File: src/rtl/tape_pkg.sv
// -----------------------------------------------------------------------------
// tape_pkg
//   Shared types and constants for the tape receive path.
//   - tape_dec_state_t : decoder FSM states
//   - period_class_t   : classification of a measured edge-to-edge period
//   - DEF_*            : default period thresholds, in clk_cpu cycles
//   - CNT_W            : width of the period counter
//   - classify()       : maps a period to GLITCH / BIT0 / BIT1 (timeouts are
//                        detected separately from the saturated counter)
// -----------------------------------------------------------------------------
package tape_pkg;

  localparam int CNT_W = 14;

  localparam int DEF_SHORT_MIN  = 2000;
  localparam int DEF_SHORT_MAX  = 4875;
  localparam int DEF_LONG_MAX   = 9000;
  localparam int DEF_LEADER_MIN = 256;

  typedef enum logic [1:0] {
    IDLE   = 2'd0,
    LEADER = 2'd1,
    DATA   = 2'd2
  } tape_dec_state_t;

  typedef enum logic [1:0] {
    GLITCH = 2'd0,
    BIT0   = 2'd1,
    BIT1   = 2'd2
  } period_class_t;

  // Anything above short_max is reported as BIT1; the caller gives the
  // timeout condition priority so over-long periods never reach this branch.
  function automatic period_class_t classify(
    input logic [CNT_W-1:0] period,
    input logic [CNT_W-1:0] short_min,
    input logic [CNT_W-1:0] short_max
  );
    if (period < short_min)       return GLITCH;
    else if (period <= short_max) return BIT0;
    else                          return BIT1;
  endfunction

endpackage

File: src/rtl/tape_edge_cond.sv
// -----------------------------------------------------------------------------
// tape_edge_cond
//   Conditions the raw comparator tape signal and produces a one-cycle rise
//   strobe per rising edge.
//     2-flop synchroniser -> optional 3-sample majority filter -> edge detect
//   Latency tape_in rising -> rise: 3 cycles, or 5 with the filter.
//
//   Build option: `TAPE_DECODER_GLITCH_FILTER_EN enables the majority filter,
//   which rejects single-cycle spikes on the synchronised input.
//
// Ports
//   clk_cpu  in   CPU clock
//   rst_n    in   asynchronous active-low reset
//   tape_in  in   raw comparator output, asynchronous to clk_cpu
//   rise     out  one-cycle pulse per conditioned rising edge
// -----------------------------------------------------------------------------
module tape_edge_cond (
  input  logic clk_cpu,
  input  logic rst_n,
  input  logic tape_in,
  output logic rise
);

  logic sync1;
  logic sync2;
  logic level;
  logic level_d;

  // NOTE: sequential state is always written with non-blocking assignments so
  // every flop samples the pre-edge value of its neighbours.
  always_ff @(posedge clk_cpu or negedge rst_n) begin
    if (!rst_n) begin
      sync1 <= 1'b0;
      sync2 <= 1'b0;
    end else begin
      sync1 <= tape_in;
      sync2 <= sync1;
    end
  end

`ifdef TAPE_DECODER_GLITCH_FILTER_EN
  logic hist1;
  logic hist2;
  logic filt;

  // Majority of the current and two previous synchronised samples, registered.
  always_ff @(posedge clk_cpu or negedge rst_n) begin
    if (!rst_n) begin
      hist1 <= 1'b0;
      hist2 <= 1'b0;
      filt  <= 1'b0;
    end else begin
      hist1 <= sync2;
      hist2 <= hist1;
      filt  <= (sync2 & hist1) | (sync2 & hist2) | (hist1 & hist2);
    end
  end

  assign level = filt;
`else
  assign level = sync2;
`endif

  always_ff @(posedge clk_cpu or negedge rst_n) begin
    if (!rst_n) begin
      level_d <= 1'b0;
      rise    <= 1'b0;
    end else begin
      level_d <= level;
      rise    <= level & ~level_d;
    end
  end

endmodule

File: src/rtl/tape_decoder.sv
// -----------------------------------------------------------------------------
// tape_decoder
//   Receive side of the tape path. Times the period between conditioned rising
//   edges of tape_in, classifies each period as glitch / bit 0 / bit 1, locks
//   onto a leader of bit-0 periods followed by a bit-1 sync, then assembles
//   LSB-first bytes and offers them on a valid/ready handshake.
//
//   Build option: `TAPE_DECODER_GLITCH_FILTER_EN (see tape_edge_cond) adds a
//   majority filter on the synchronised input.
//
// Parameters (periods in clk_cpu cycles)
//   SHORT_MIN   shortest period accepted as a bit
//   SHORT_MAX   longest period classified as bit 0
//   LONG_MAX    longest period classified as bit 1; LONG_MAX+1 is a timeout
//   LEADER_MIN  bit-0 periods required before sync is armed
//
// Ports
//   clk_cpu     in   CPU clock
//   rst_n       in   asynchronous active-low reset
//   tape_in     in   raw comparator output
//   byte_ready  in   consumer accepts byte_data when byte_valid & byte_ready
//   byte_data   out  received byte, stable while byte_valid is high
//   byte_valid  out  a byte is pending
//   carrier     out  high while in LEADER or DATA
//   overrun     out  sticky; a byte completed while one was still pending
//   frame_err   out  one-cycle pulse on a glitch period inside DATA
// -----------------------------------------------------------------------------
module tape_decoder
  import tape_pkg::*;
#(
  parameter int SHORT_MIN  = DEF_SHORT_MIN,
  parameter int SHORT_MAX  = DEF_SHORT_MAX,
  parameter int LONG_MAX   = DEF_LONG_MAX,
  parameter int LEADER_MIN = DEF_LEADER_MIN
) (
  input  logic       clk_cpu,
  input  logic       rst_n,
  input  logic       tape_in,
  input  logic       byte_ready,
  output logic [7:0] byte_data,
  output logic       byte_valid,
  output logic       carrier,
  output logic       overrun,
  output logic       frame_err
);

  localparam int LDR_W = $clog2(LEADER_MIN + 1);

  localparam logic [CNT_W-1:0] SMIN_C    = CNT_W'(SHORT_MIN);
  localparam logic [CNT_W-1:0] SMAX_C    = CNT_W'(SHORT_MAX);
  localparam logic [CNT_W-1:0] CNT_SAT_C = CNT_W'(LONG_MAX + 1);
  localparam logic [LDR_W-1:0] LDR_MIN_C = LDR_W'(LEADER_MIN);

  // ---------------------------------------------------------------------------
  // Input conditioning
  // ---------------------------------------------------------------------------
  logic rise;

  tape_edge_cond u_edge_cond (
    .clk_cpu (clk_cpu),
    .rst_n   (rst_n),
    .tape_in (tape_in),
    .rise    (rise)
  );

  // ---------------------------------------------------------------------------
  // Period counter: holds the number of cycles since the last rise, so its
  // value in a rise cycle is exactly the period that rise terminates.
  // ---------------------------------------------------------------------------
  logic [CNT_W-1:0] count;

  always_ff @(posedge clk_cpu or negedge rst_n) begin
    if (!rst_n) begin
      count <= '0;
    end else if (rise) begin
      count <= CNT_W'(1);
    end else if (count != CNT_SAT_C) begin
      count <= count + 1'b1;
    end
  end

  logic          timeout;
  period_class_t cls;

  assign timeout = (count == CNT_SAT_C);
  assign cls     = classify(count, SMIN_C, SMAX_C);

  // ---------------------------------------------------------------------------
  // Decoder state
  // ---------------------------------------------------------------------------
  tape_dec_state_t  state,      state_n;
  logic [LDR_W-1:0] leader_cnt, leader_cnt_n;
  logic [2:0]       bit_idx,    bit_idx_n;
  logic [7:0]       sr,         sr_n;
  logic [7:0]       byte_data_n;
  logic             byte_valid_n;
  logic             overrun_n;
  logic             frame_err_n;
  logic             carrier_n;
  logic             byte_done;

  always_ff @(posedge clk_cpu or negedge rst_n) begin
    if (!rst_n) begin
      state      <= IDLE;
      leader_cnt <= '0;
      bit_idx    <= '0;
      sr         <= '0;
      byte_data  <= '0;
      byte_valid <= 1'b0;
      overrun    <= 1'b0;
      frame_err  <= 1'b0;
      carrier    <= 1'b0;
    end else begin
      state      <= state_n;
      leader_cnt <= leader_cnt_n;
      bit_idx    <= bit_idx_n;
      sr         <= sr_n;
      byte_data  <= byte_data_n;
      byte_valid <= byte_valid_n;
      overrun    <= overrun_n;
      frame_err  <= frame_err_n;
      carrier    <= carrier_n;
    end
  end

  always_comb begin
    // NOTE: every output of this block gets a default before the case so no
    // path leaves a signal unassigned and no latch is inferred.
    state_n      = state;
    leader_cnt_n = leader_cnt;
    bit_idx_n    = bit_idx;
    sr_n         = sr;
    byte_data_n  = byte_data;
    byte_valid_n = byte_valid & ~byte_ready;
    overrun_n    = overrun;
    frame_err_n  = 1'b0;
    byte_done    = 1'b0;

    unique case (state)
      IDLE: begin
        // The timeout check keeps the first edge after silence (whose period
        // is the saturated count) from being taken as data.
        if (rise && !timeout && cls == BIT0) begin
          leader_cnt_n = LDR_W'(1);
          state_n      = LEADER;
        end
      end

      LEADER: begin
        if (timeout) begin
          state_n = IDLE;
        end else if (rise) begin
          unique case (cls)
            BIT0: begin
              if (leader_cnt != LDR_MIN_C) leader_cnt_n = leader_cnt + 1'b1;
            end
            BIT1: begin
              if (leader_cnt >= LDR_MIN_C) begin
                state_n   = DATA;
                bit_idx_n = '0;
              end else begin
                state_n = IDLE;
              end
            end
            default: state_n = IDLE;
          endcase
        end
      end

      DATA: begin
        if (timeout) begin
          // End of block: silent return, partial byte dropped.
          state_n   = IDLE;
          bit_idx_n = '0;
        end else if (rise) begin
          if (cls == GLITCH) begin
            frame_err_n = 1'b1;
            state_n     = IDLE;
            bit_idx_n   = '0;
          end else begin
            sr_n = {(cls == BIT1), sr[7:1]};
            if (bit_idx == 3'd7) begin
              byte_done = 1'b1;
              bit_idx_n = '0;
            end else begin
              bit_idx_n = bit_idx + 1'b1;
            end
          end
        end
      end

      default: state_n = IDLE;
    endcase

    // A handshake in the completion cycle frees the slot for the new byte.
    if (byte_done) begin
      if (!byte_valid || byte_ready) begin
        byte_data_n  = sr_n;
        byte_valid_n = 1'b1;
      end else begin
        overrun_n = 1'b1;
      end
    end

    carrier_n = (state_n != IDLE);
  end

endmodule

File: config.mk
export PLATFORM = sky130hd
export DESIGN_NAME = tape_decoder
export DESIGN_NICKNAME = d
export VERILOG_FILES = /design/src/rtl/tape_pkg.sv /design/src/rtl/tape_edge_cond.sv /design/src/rtl/tape_decoder.sv
export SDC_FILE = /design/constraint.sdc
export NUM_CORES = 1
export LEC_CHECK = 0
export CORE_ASPECT_RATIO = 1.5
export CORE_MARGIN = 4
export CORE_UTILIZATION = 37
export CTS_CLUSTER_DIAMETER = 80
export DETAILED_ROUTE_END_ITERATION = 16
export GPL_TIMING_DRIVEN = 0
export SETUP_SLACK_MARGIN = 0.02
export SLEW_MARGIN = 25
export SYNTH_ARGS = -nofsm -noshare
export SYNTH_HDL_FRONTEND = slang
export SYNTH_SLANG_ARGS = --single-unit
File: constraint.sdc
create_clock -name clk_cpu -period 3.9 [get_ports clk_cpu]
set_input_delay 0.585 -clock clk_cpu [delete_from_list [all_inputs] [get_ports clk_cpu]]
set_output_delay 0.585 -clock clk_cpu [all_outputs]
set_load 0.005 [all_outputs]
Yosys cells after proc, flatten, opt, wreduce, memory -nomap -nowiden
Index checks and enable logic that the tools add are counted.
{ "word_totals": {"ff_bits": 52, "ram_bits": 0, "latch_bits": 0, "out_inout_bits": 12, "memories": 0, "inputBits": 4, "word_cells": 99, "rom_bits": 0} }
{ "classes": {"shift": 0, "reduce_logical": 15, "add_sub_neg": 3, "eq_ne": 16, "bitwise": 5, "div_mod_pow": 0, "n_lt_le_gt_ge": 3, "multipliers": 0, "n_mux": 43} }
{ "op_table": {"columns": ["cell", "n"], "rows": [
  ["2-to-1 mux 9 bit", 5],
  ["2-to-1 mux 8 bit", 4],
  ["2-to-1 mux 14 bit", 2],
  ["2-to-1 mux 3 bit", 8],
  ["2-to-1 mux 2 bit", 9],
  ["case mux 9 bit (2 select lines)", 1],
  ["adder 14 x 1 -> 14 bit (second input constant)", 1],
  ["== test 14 bit (second input constant)", 1],
  ["less-or-equal comparator 14 x 13 -> 1 bit (second input constant)", 1],
  ["less-than comparator 14 x 11 -> 1 bit (second input constant)", 1],
  ["inequality test 14 bit (second input constant)", 1],
  ["inequality test 2 bit (second input constant)", 6],
  ["AND reduction 6 bit", 2],
  ["2-to-1 mux 1 bit", 11],
  ["adder 9 x 1 -> 9 bit (second input constant)", 1],
  [">= comparator 9 bit (second input constant)", 1],
  ["inequality test 9 bit (second input constant)", 1],
  ["nonzero test 2 bit", 4],
  ["case mux 2 bit (3 select lines)", 1],
  ["case mux 3 bit (2 select lines)", 1],
  ["== test 2 x 1 -> 1 bit (second input constant)", 2],
  ["== test 2 bit (second input constant)", 2],
  ["zero test 2 bit", 2],
  ["case mux 2 bit (2 select lines)", 1],
  ["10 further kinds", 16]
]} }

Depth between registers and ports, before layout
{ "depth": {"word_depth": 9, "ltp_mapped": 8, "depth_no_buf": 6} }

By module
A second synthesis with hierarchy kept.
{ "hier_totals": {"hier_cells": 230, "hier_area_um2": 2544.9} }
{ "by_module_without_submodules": {"columns": ["mod", "n_inst", "cells_per_inst", "seq_area_each_um2", "area_per_inst_um2"], "rows": [
  ["tape_decoder", 1, 225, 1176.1, 2431.1],
  ["tape_edge_cond", 1, 5, 100.1, 113.9]
]} }

Worst setup path before layout
No wires, ideal clock.
{ "synth_path": {"kind": "reg-to-reg", "start": "register count[6]", "end": "register leader_cnt[0]", "synth_period_minus_slack_ns": 2.146, "path_buffers": 0, "t_required_ns": 3.775, "path_slack_ns": 1.754, "t_arrival_ns": 2.021, "setup_ns": 0.125, "stages_incl_launch_ff": 6, "path_cell_list": "dfrtp_1 or3_4 o311ai_2 a211oi_1 or4_4 mux2_4"} }
{ "synth_via": {"elab_chain_cells": 7, "elab_cells_between_ends": 13, "classes_between": "2 x order compare; 5 x eq/ne; 2 x mux; 4 x reduce/logical"} }
{ "synth_lines": {"columns": ["element", "line", "text"], "rows": [
  ["from (decl)", "tape_decoder.sv:70", "logic [CNT_W-1:0] count;"],
  ["from (signal assigned)", "tape_decoder.sv:78", "count <= count + 1'b1;"],
  ["less-or-equal comparator 14 x 13 -> 1 bit", "tape_pkg.sv:40", "else if (period <= short_max) return BIT0;"],
  ["2-to-1 mux 2 bit", "tape_pkg.sv:40", null],
  ["2-to-1 mux 2 bit", "tape_pkg.sv:39", "if (period < short_min) return GLITCH;"],
  ["== test 2 x 1 -> 1 bit", "tape_decoder.sv:143, tape_decoder.sv:153", null],
  ["logical AND 1 bit", "tape_decoder.sv:143", "if (rise && !timeout && cls == BIT0) begin"],
  ["inequality test 2 bit (no line)", null, null],
  ["AND reduction 6 bit (no line) *", null, null],
  ["to (signal assigned)", "tape_decoder.sv:115", "leader_cnt <= leader_cnt_n;"],
  ["to (decl)", "tape_decoder.sv:92", "logic [LDR_W-1:0] leader_cnt, leader_cnt_n;"]
]} }
Every way passes the cells marked *; elsewhere a longest branch is shown, timed or not.
A chain may end at the register's enable or synchronous reset.

Worst setup path after layout
{ "layout_path": {"start": "register count[0]", "end": "register carrier"} }
{ "layout_via": {"elab_chain_cells": 9, "elab_cells_between_ends": 20, "classes_between": "2 x order compare; 3 x eq/ne; 10 x mux; 5 x reduce/logical"} }
{ "layout_lines": {"columns": ["element", "line", "text"], "rows": [
  ["less-or-equal comparator 14 x 13 -> 1 bit", "tape_pkg.sv:40", null],
  ["2-to-1 mux 2 bit", "tape_pkg.sv:40", null],
  ["2-to-1 mux 2 bit", "tape_pkg.sv:39", null],
  ["== test 2 bit, or another cell as far along", "tape_decoder.sv:153", "unique case (cls)"],
  ["case mux 2 bit (2 select lines) / 2-to-1 mux 2 bit (equally long branches)", "tape_decoder.sv:153, tape_decoder.sv:176", null],
  ["2-to-1 mux 2 bit (on tied branches)", "tape_decoder.sv:152, tape_decoder.sv:175", null],
  ["2-to-1 mux 2 bit (on tied branches)", "tape_decoder.sv:150, tape_decoder.sv:171", null],
  ["case mux 2 bit (3 select lines) *", "tape_decoder.sv:139", "unique case (state)"],
  ["nonzero test 2 bit *", "tape_decoder.sv:205", "carrier_n = (state_n != IDLE);"],
  ["named net carrier_n", "tape_decoder.sv:99", "logic carrier_n;"],
  ["to (signal assigned)", "tape_decoder.sv:122", "carrier <= carrier_n;"],
  ["to (decl)", "tape_decoder.sv:42", "output logic carrier,"]
]} }
The timed path passes the listed nets; every way through them passes the cells marked *.

==> summary.md <==
| Metric | Value |
|---|---|
| Power Dens Cells | `around 330 nW/µm²` |
| CTS Buffer Depth | `2` |
| HP Class | `in -> async` |
| Number of synthesized flops with an enable pin | `0` |
| Total negative slack | `0 ps` |
| Clk network pwr share | `0.338` |
| Final Max Tran Viols | `0` |
| F_max | `approximately 420 MHz` |
| Reg area | `roughly 1300 µm²` |
| Drt wl/cell | `14.76 µm` |
| Crit-path max FO | `10` |
| Worst-case reg-to-reg path depth | `7` |
| Gr ovfl total | `0` |
| Initial antenna violation count | `0` |
| Synth area leaders | `dfrtp_1 50%, mux2_4 5.3%, mux2_2 3.1%` |
| First-pass GRT wire length | `8438 µm` |
| Period utilisation layout | `0.6104` |
| CTS tree | `done` |
| Most common library cells after synthesis | `51 x dfrtp_1, 16 x nor2_1, 14 x nand2_1, 11 x a21oi_1, 9 x mux2_4` |
| Setup bufs post-CTS | `0` |
| Library cells used by synthesis | `50` |
| Worst path arrival time | `2570 ps` |
| Layout cells sized above 1 | `0.1423` |
| Synth Flop Type | `dfrtp_1` |
| Rel. slew slack | `0.5345` |
| Post-CTS Resized | `0` |
| Register bit count reported by yosys | `51` |
| Clock Latency Late Sink | `310 ps` |
| Switching Fraction | `0.2633` |
| Pin count of the biggest net entering global routing | `52` |
| # hold bufs at CTS | `0` |
| Cell leakage power | `1.321 nW` |
| Leading area contributor after synthesis | `dfrtp_1` |
| Worst slew pin tran | `around 700 ps` |
| Syn Inst Count | `223` |
| Fill count | `roughly 640` |
| CP Launch Type | `flip-flop` |
| ANT nets after route | `0` |
| Die Ht | `between 100 and 150 µm` |
| Tot Pwr | `a little under 0.001 W` |
| Syn nets | `233` |
| Ys Warns | `0` |
| Root Buffer | `clkbuf_8` |
| Vias in the first global route | `around 1800` |
| Switch Pwr | `approximately 0.00025 W` |
| Combinational fraction of design power | `0.070` |
| Number of endpoints failing setup at the final stage | `0` |
| Mapped Area | `between 2000 and 3000 µm²` |
| MaxCap Viol Count | `0` |
| CORE AREA | `about 6600 µm²` |
| Via count | `1748` |
| PortBufs | `15` |
| Placed wire-length estimate | `3420 µm` |
| Most frequent cell after synthesis | `dfrtp_1` |
| Final Skew | `between 8 and 9 ps` |
| Peak VDD IR | `~0.00016 V` |
| CTS Sinks | `just over 50` |
| Starting Density | `0.3868` |
| TritonCTS buffer count | `5` |
| # DRC | `0` |
| Total GRT Usage | `0.1215` |
| Final wirelength | `about 4800 µm` |
| Post-DR vias/cell | `between 5 and 6` |
| Post-Syn Area per Cell | `~11 µm²` |
| Die Wd | `75.93 µm` |
| Pre-CTS setup slack | `roughly 1500 ps` |
| Core Rows | `36` |
| Clk slew on worst S/H paths | `about 100 ps` |
| Cell-internal power | `0.0007133 W` |
| Sequential cell area fraction in the yosys report | `0.4983` |
| Async SR Flop Fraction | `1.000` |
| Iter 0 DRT Violations | `around 90` |
| Post-layout minimum cycle time | `roughly 2400 ps` |
| Setup WS post-layout | `1519 ps` |
| H-tree depth | `2` |
| Reg-to-reg critical path startpoint | `count[0]` |
| Status | `complete, no violations` |
| Synthesis-to-finish area growth | `13.29%` |
| Reg2Reg Setup Slack | `1520 ps` |
| Reg power frac | `0.591` |
| Area of the multi-input gates | `roughly 1200 µm²` |
| Net count reported at finish | `between 200 and 300` |
| Die area | `8345 µm²` |
| Required time worst endpoint | `4090 ps` |
| GP Congestion | `0.7693` |
| DRT Pass-1 Iters | `6` |
| CP Capture Type | `flip-flop` |
| Reg2reg end | `carrier` |
| Ant. Diodes | `0` |
| # IOs | `16` |
| WS Path Type | `reg -> reg` |
| RSZ-0062 raised after global routing | `no` |
| Hold Violations, Final | `0` |
| Top cell type's share of synthesized area | `0.4983` |
## routing by layer
metal	vias up	track usage	wire length, µm
li1	858	-	-
met1	873	0.1409	2104
met2	15	0.2237	2497
met3	2	0.02377	109
met4	0	0.03817	41
met5	-	0	0
## how the worst max path moves through the flow
stage               depth (start not counted)     start       endpoint
floorplan                                   5  count[6]  leader_cnt[0]
global placement                            1     rst_n   byte_data[2]
detailed placement                          7  count[0]        carrier
CTS                                         7  count[0]        carrier
global route                                6  count[6]  leader_cnt[8]
finish                                      7  count[0]        carrier
## flip-flops by register name (all words and copies together), names as in the netlist, 2 cells and up
signal / flops
count: 14
bit_idx: 3
state: 2
leader_cnt: 9
sr: 7
byte_data: 8
## worst max-delay path, stage by stage, from the launching register on
cell and delay [ps]:
dfrtp_1 450, ha_1 280, and3b_1 190, nor4bb_1 120, a211oi_1 300, clkbuf_1 430
nor3_1 130, or3_1 370
## logic make-up after synthesis
logic type,after synthesis,synth area share
AO/OA/AOI/OAI,31,0.09575
XOR/XNOR,12,0.04104
adder cells (fa/ha/maj),6,0.02931
buffers and inverters,14,0.02442
flip-flops,51,0.4983
multiplexers,20,0.09966
AND/OR/NAND/NOR,89,0.2115
## area by class of cell
class	instances	share of cell area
Buffer	8	0.01380
Clock buffer	5	0.02372
Clock inverter	3	0.009918
Inverter	6	0.007762
Multi-Input combinational cell	158	0.4213
Sequential cell	51	0.4398
Tap cell	76	0.03277
Timing Repair Buffer	15	0.05088
## power by group through the flow
stage          Sequential (W)  Combinational (W)  Clock [W]
6_report             0.000573          0.0000679   0.000328
5_1_grt              0.000577          0.0000809   0.000354
4_1_cts              0.000573          0.0000701   0.000339
3_5_place_dp         0.000584          0.0000693          0
3_3_place_gp         0.000582          0.0000680          0
2_1_floorplan        0.000577          0.0000471          0
## layout by cell type, fill, tap and decap left out, types with 7 or more instances in the layout
cell,netlist,routed
dfrtp_1,51,51
nor2_1,16,16
nand2_1,14,14
clkdlybuf4s50_1,0,14
a21oi_1,11,11
mux2_4,9,9
mux2_2,7,7
nand3_1,7,7
and3_1,7,7
o31ai_1,7,7
## metrics by stage
step / hold slack [ps] / instance area, µm² / cells / utilization
after floorplan: 289.4 / 2561 / 223 / -
after global placement: 331.3 / 2806 / 314 / 0.4238
after detailed placement: 336.4 / 2804 / 314 / 0.4235
after CTS: 320.1 / 2902 / 322 / 0.4382
after global routing: 345.8 / 2902 / 322 / 0.4382
final: 293.3 / 2902 / 322 / 0.4382
No activity file was read; power rests on OpenSTA's default activity.
